## config.mk

```make
export PLATFORM = sky130hd
export DESIGN_NAME = reloj_display_scan_flat
export DESIGN_NICKNAME = d
export VERILOG_FILES = /design/src/rtl/reloj_display_scan_if.sv /design/src/rtl/reloj_display_scan.sv /design/src/flat_wrapper.sv
export SDC_FILE = /design/constraint.sdc
export NUM_CORES = 1
export LEC_CHECK = 0
export CORE_UTILIZATION = 45
export CTS_CLUSTER_SIZE = 40
export DETAILED_ROUTE_END_ITERATION = 10
export PLACE_DENSITY = 0.76
export SYNTH_ARGS = -nofsm -noshare
export SYNTH_HDL_FRONTEND = slang
export SYNTH_SLANG_ARGS = --single-unit
```

## constraint.sdc

```tcl
create_clock -name clk -period 6.3 [get_ports clk]
set_input_delay 0.945 -clock clk [delete_from_list [all_inputs] [get_ports clk]]
set_output_delay 0.945 -clock clk [all_outputs]
set_load 0.03 [all_outputs]
```

## src/rtl/reloj_display_scan_if.sv

```systemverilog
// Digit/display bundle between the clock core, the scan driver and the pads.
// Carries the BCD time digits in and the scanned segment/digit-select lines out.
// No handshake: digits are level signals and the display lines update every cycle.
interface reloj_display_scan_if;
    logic [3:0] M0;
    logic [3:0] M1;
    logic [3:0] H0;
    logic [1:0] H1;
    logic       Dots;
    logic [6:0] seg;
    logic       dp;
    logic [3:0] an;

    // Clock-core side: drives the digits and observes the display lines.
    modport master (
        output M0, M1, H0, H1, Dots,
        input  seg, dp, an
    );

    // Scan driver side: consumes the digits and drives the display lines.
    modport slave (
        input  M0, M1, H0, H1, Dots,
        output seg, dp, an
    );
endinterface

```

## src/rtl/reloj_display_scan.sv

```systemverilog
// Time-multiplexed 4-digit 7-segment scanner with per-frame snapshot and per-slot blanking.
// Latency: one cycle from scan state to registered pins; frame period is 4*SCAN_DIV cycles.
// No backpressure; optional macro LEADING_ZERO_BLANK_EN darkens digit 3 when the hours tens is 0.
module reloj_display_scan #(
    parameter int unsigned SCAN_DIV   = 1000,
    parameter int unsigned BLANK      = 8,
    parameter bit          ACTIVE_LOW = 1'b0
) (
    input  logic                  clk,
    input  logic                  rst,
    reloj_display_scan_if.slave   bus
);

    localparam logic [15:0] P_LAST   = 16'(SCAN_DIV - 1);
    localparam logic [6:0]  SEG_OFF  = {7{ACTIVE_LOW}};
    localparam logic        DP_OFF   = ACTIVE_LOW;
    localparam logic [3:0]  AN_OFF   = {4{ACTIVE_LOW}};

    // Scan state
    logic [15:0] p_q, p_d;
    logic [1:0]  i_q, i_d;

    // Frame snapshot; H1 is held zero-extended so all digits share one decoder path
    logic [3:0]  m0_q, m0_d;
    logic [3:0]  m1_q, m1_d;
    logic [3:0]  h0_q, h0_d;
    logic [3:0]  h1_q, h1_d;
    logic        dots_q, dots_d;

    // Registered pins
    logic [6:0]  seg_q, seg_d;
    logic        dp_q, dp_d;
    logic [3:0]  an_q, an_d;

    logic [3:0]  cur_digit;
    logic        slot_blank;
    logic        frame_start;

    function automatic logic [6:0] decode_7seg(input logic [3:0] v);
        logic [6:0] s;
        case (v)
            4'd0:    s = 7'h3F;
            4'd1:    s = 7'h06;
            4'd2:    s = 7'h5B;
            4'd3:    s = 7'h4F;
            4'd4:    s = 7'h66;
            4'd5:    s = 7'h6D;
            4'd6:    s = 7'h7D;
            4'd7:    s = 7'h07;
            4'd8:    s = 7'h7F;
            4'd9:    s = 7'h6F;
            default: s = 7'h40; // non-BCD shows a dash
        endcase
        return s;
    endfunction

    // Prescaler and digit index advance; snapshot captured on the first blank cycle of a frame
    always_comb begin
        p_d         = p_q + 16'd1;
        i_d         = i_q;
        frame_start = (p_q == 16'd0) && (i_q == 2'd0);
        m0_d        = m0_q;
        m1_d        = m1_q;
        h0_d        = h0_q;
        h1_d        = h1_q;
        dots_d      = dots_q;
        if (p_q == P_LAST) begin
            p_d = 16'd0;
            i_d = i_q + 2'd1;
        end
        if (frame_start) begin
            m0_d   = bus.M0;
            m1_d   = bus.M1;
            h0_d   = bus.H0;
            h1_d   = {2'b00, bus.H1};
            dots_d = bus.Dots;
        end
    end

    // Pin values for the current scan state, polarity applied last
    always_comb begin
        cur_digit  = m0_q;
        slot_blank = (32'(p_q) < BLANK);
        seg_d      = SEG_OFF;
        dp_d       = DP_OFF;
        an_d       = AN_OFF;
        case (i_q)
            2'd0:    cur_digit = m0_q;
            2'd1:    cur_digit = m1_q;
            2'd2:    cur_digit = h0_q;
            default: cur_digit = h1_q;
        endcase
`ifdef LEADING_ZERO_BLANK_EN
        if ((i_q == 2'd3) && (h1_q == 4'd0)) begin
            slot_blank = 1'b1;
        end
`endif
        if (!slot_blank) begin
            an_d  = (4'b0001 << i_q) ^ AN_OFF;
            seg_d = decode_7seg(cur_digit) ^ SEG_OFF;
            dp_d  = ((i_q == 2'd2) && dots_q) ^ DP_OFF;
        end
    end

    // State, snapshot and output registers; reset drives pins to their inactive level
    always_ff @(posedge clk) begin
        if (rst) begin
            p_q    <= 16'd0;
            i_q    <= 2'd0;
            m0_q   <= 4'd0;
            m1_q   <= 4'd0;
            h0_q   <= 4'd0;
            h1_q   <= 4'd0;
            dots_q <= 1'b0;
            seg_q  <= SEG_OFF;
            dp_q   <= DP_OFF;
            an_q   <= AN_OFF;
        end else begin
            p_q    <= p_d;
            i_q    <= i_d;
            m0_q   <= m0_d;
            m1_q   <= m1_d;
            h0_q   <= h0_d;
            h1_q   <= h1_d;
            dots_q <= dots_d;
            seg_q  <= seg_d;
            dp_q   <= dp_d;
            an_q   <= an_d;
        end
    end

    assign bus.seg = seg_q;
    assign bus.dp  = dp_q;
    assign bus.an  = an_q;

endmodule

```

## src/flat_wrapper.sv

```systemverilog
// flat-port wrapper written by rule: the top's interface ports become plain ports
module reloj_display_scan_flat 
#(
    parameter int unsigned SCAN_DIV   = 1000,
    parameter int unsigned BLANK      = 8,
    parameter bit          ACTIVE_LOW = 1'b0
)
  (clk, rst, bus_M0, bus_M1, bus_H0, bus_H1, bus_Dots, bus_seg, bus_dp, bus_an);
  reloj_display_scan_if bus_i ();
  input  logic clk;
  input  logic rst;
  input wire logic [$bits(bus_i.M0)-1:0] bus_M0;
  input wire logic [$bits(bus_i.M1)-1:0] bus_M1;
  input wire logic [$bits(bus_i.H0)-1:0] bus_H0;
  input wire logic [$bits(bus_i.H1)-1:0] bus_H1;
  input wire logic [$bits(bus_i.Dots)-1:0] bus_Dots;
  output wire logic [$bits(bus_i.seg)-1:0] bus_seg;
  output wire logic [$bits(bus_i.dp)-1:0] bus_dp;
  output wire logic [$bits(bus_i.an)-1:0] bus_an;
  assign bus_i.M0 = bus_M0;
  assign bus_i.M1 = bus_M1;
  assign bus_i.H0 = bus_H0;
  assign bus_i.H1 = bus_H1;
  assign bus_i.Dots = bus_Dots;
  assign bus_seg = bus_i.seg;
  assign bus_dp = bus_i.dp;
  assign bus_an = bus_i.an;
  reloj_display_scan #(.SCAN_DIV(SCAN_DIV), .BLANK(BLANK), .ACTIVE_LOW(ACTIVE_LOW)) u_core (.clk(clk), .rst(rst), .bus(bus_i));
endmodule
```

==> reports/results.ini <==
[final_layout]
area_growth_syn_to_layout_pct=18.2
n_antenna_cell=0
fillCellCount=406
post-route-util=0.553
nNetsFinal=287
drive_above_1_share=0.0425

[grt]
grt_max_degree=22
grt_antenna_before_repair=0
grt_pass1_vias=1629
grtUsageTotal=0.185
grt_pass1_wl_mm=7.09
grt-ovfl-total=0

[timing]
fin_hold_ws_ns=0.437
layout_setup_ws_ns=3.59
rsz0062_at_grt=false
tns_ns=0
min_period_ns=2.71
setup_viol=0
worst_slew_pin_slew_ns=0.861
clock_skew_ns=0.00581
hold_violations=0
fmax_mhz=369
finalCritPeriodShare=0.430
max-slew-margin-rel=0.424
report.final.slew_viol_count=0

[clock_tree]
cts_sinks=45
postCtsSetupBuffers=0
cts_resized=0
numCtsBuffers=5
hold_buffers=0
cts_tree=built
clk_pin_slew_worst_paths_ns=0.08
h-tree-depth=2
clk_latency_ns=0.30
cts_buffer_depth=2
cts-root-buf=clkbuf_8

[pwr]
powerDensity_nw_per_um2=223
leakage_uw=0.000891
fin_total_pwr_uw=537
ir_drop_v=0.000104

[setup_path]
critPathKind=flip-flop to flip-flop
crit_slowest_cell=a222oi_1
endpoint_kind=flip-flop
arrival_ns=2.93
endpoint=u_core.bus.seg[4]$_SDFF_PP0_
r2r_setup_slack_ns=3.59
required_ns=6.52
startpoint=u_core.i_q[0]$_SDFFE_PP0N_
worstReg2RegStart=u_core.i_q[0]$_SDFFE_PP0N_
r2r_cells=9
r2r_end=u_core.bus.seg[4]$_SDFF_PP0_
critPathMaxFanout=5
cpPeakStageDelay_ns=0.52
crit_path_start_kind=flip-flop
path_cells=inv_1, ha_1, a222oi_1, mux2i_1, inv_1, ha_1, a21oi_1, a311o_1, a211oi_2

[routing]
wl_per_cell_um=13.1
postRouteAntennaNets=0
vias=1716
drt-pass1-iter-count=4
routed_wirelength_mm=4.07
initialDrtViolationCount=133
viasPerCell=5.52
drc=0

[synth]
syn_nets=265
yosys_warnings=0
synthAdderAreaFrac=0.0736
synth.distinct_cells=36
synthCells=236
synth-xor-area-share=0.0429
synthSimpleGateAreaFrac=0.209
synth_mux_area_frac=0.00982
synth.avg_cell_area_um2=8.64
synth_area_um2=2040
ys_ff_latch=45
ys_seq_area_frac=0.442
synth_top_family_by_area=simple AND/OR/NAND/NOR gates
synth_compound_area_frac=0.175

[die]
ios=29
die_y_um=69.3
die_area_um2=4810
start_util=0.468
die_x_um=69.3
rows=24
coreArea_um2=4350

[worst_hold_path]
hold_start=u_core.dots_q$_SDFFE_PP0P_
hp-class=flip-flop to flip-flop

[placed_design]
place.gp.congestion=0.794
port_buffers=28
dp_slack_ns=3.63
dp_hpwl_mm=2.88

[run_status]
status=finished clean

[job]
drv_cap=0

cells in the mapped netlist:
cell	instances	area (um^2)
a211oi_2	1	12.5
a21o_1	1	7.51
a21oi_1	28	140
a222oi_1	3	30.0
a22oi_1	1	7.51
a311o_1	1	10.0
and2_1	1	6.26
and3_1	3	18.8
and4_1	1	8.76
and4b_1	1	10.0
buf_2	3	15.0
buf_4	1	7.51
clkbuf_1	8	30.0
clkbuf_2	1	5.00
dfxtp_1	45	901
ha_1	12	150
inv_1	11	41.3
mux2i_1	2	20.0
nand2_1	9	33.8
nand2b_1	3	18.8
nand3_1	22	110
nand4_1	5	31.3
nand4b_1	1	8.76
nor2_1	17	63.8
nor3_1	7	35.0
nor4_1	3	18.8
o211ai_1	2	15.0
o21a_1	1	7.51
o21ai_0	18	90.1
o22ai_1	1	6.26
o31ai_1	4	30.0
or2_2	3	18.8
or3_1	2	12.5
or4_1	4	30.0
xnor2_1	4	35.0
xor2_1	6	52.6
final cells by class:
type / count / area (um^2) / area share
multi-input cells: 167 / 1040 / 0.431
flip-flops and latches: 45 / 901 / 0.374
repair buffers: 28 / 280 / 0.116
clock buffers: 6 / 72.6 / 0.0301
well taps: 52 / 65.1 / 0.0270
inverters: 11 / 41.3 / 0.0171
clock inverters: 2 / 10.0 / 0.00415
state kept, by name, summed over array words and instances (netlist names):
signal,count
u_core.bus.dp,1
u_core.m1_q,4
u_core.h0_q,4
u_core.i_q,2
u_core.bus.seg,7
u_core.h1_q,2
u_core.p_q,16
u_core.bus.an,4
u_core.dots_q,1
u_core.m0_q,4
per-layer routing:
metal  vias up  share of wire  GRT usage
met3         4          0.043     0.0610
met5         -              0          0
met4         0          0.011     0.0771
met1       793           0.46      0.224
met2        37           0.49      0.302
li1        882              -          -
worst max-delay path: cells and delay by family (launching register included):
family	cells	cell delay (ns)
multiplexers	1	0.29
adder cells (fa/ha/maj)	2	0.48
AO/OA/AOI/OAI	4	1.15
flip-flops	1	0.40
buffers and inverters	2	0.31
cell usage in the layout (no fill, tap or decap), drive strengths merged:
| cell type | netlist | final |
|---|---|---|
| and2 | 1 | 1 |
| clkbuf | 9 | 6 |
| nor3 | 7 | 7 |
| o21ai | 18 | 18 |
| nand4 | 5 | 5 |
| or2 | 3 | 3 |
| and4b | 1 | 1 |
| inv | 11 | 11 |
| nand2b | 3 | 3 |
| clkdlybuf4s50 | 0 | 28 |
| a211oi | 1 | 1 |
| or3 | 2 | 2 |
| nand3 | 22 | 22 |
| and4 | 1 | 1 |
| xnor2 | 4 | 4 |
| xor2 | 6 | 6 |
| a21oi | 28 | 28 |
| or4 | 4 | 4 |
| a222oi | 3 | 3 |
| a311o | 1 | 1 |
| o211ai | 2 | 2 |
| ha | 12 | 12 |
| and3 | 3 | 3 |
| nand2 | 9 | 9 |
| a22oi | 1 | 1 |
| clkinv | 0 | 2 |
| o22ai | 1 | 1 |
| o21a | 1 | 1 |
| nand4b | 1 | 1 |
| nor2 | 17 | 17 |
| nor4 | 3 | 3 |
| o31ai | 4 | 4 |
| mux2i | 2 | 2 |
| dfxtp | 45 | 45 |
| a21o | 1 | 1 |
stage by stage:
stage               instances  area (um^2)
floorplan                 236         2040
global placement          303         2330
detailed placement        303         2330
CTS                       311         2410
global route              311         2410
finish                    311         2410
how the worst min path moves through the flow:
stage	depth (start not counted)	endpoint	slack, ns
2_1_floorplan	2	u_core.bus.dp$_SDFF_PP0_	0.41
3_3_place_gp	2	u_core.bus.dp$_SDFF_PP0_	0.42
3_5_place_dp	2	u_core.bus.dp$_SDFF_PP0_	0.43
4_1_cts	2	u_core.bus.dp$_SDFF_PP0_	0.44
5_1_grt	2	u_core.bus.dp$_SDFF_PP0_	0.48
6_report	2	u_core.bus.dp$_SDFF_PP0_	0.44
cells by family after synthesis:
family | after synthesis
muxes | 2
AOI/OAI and AO/OA | 61
xor gates and xnor gates | 10
adders and majority gates | 12
DFF | 45
buffers and inverters | 24
and+or+nand+nor | 82
report_power, final:
group          internal [uW]  switching [uW]  total (uW)
Clock                   76.9            95.8         173
Sequential               295            5.40         300
Combinational           28.7            35.6        64.3
(Power assumes the default switching activity.)
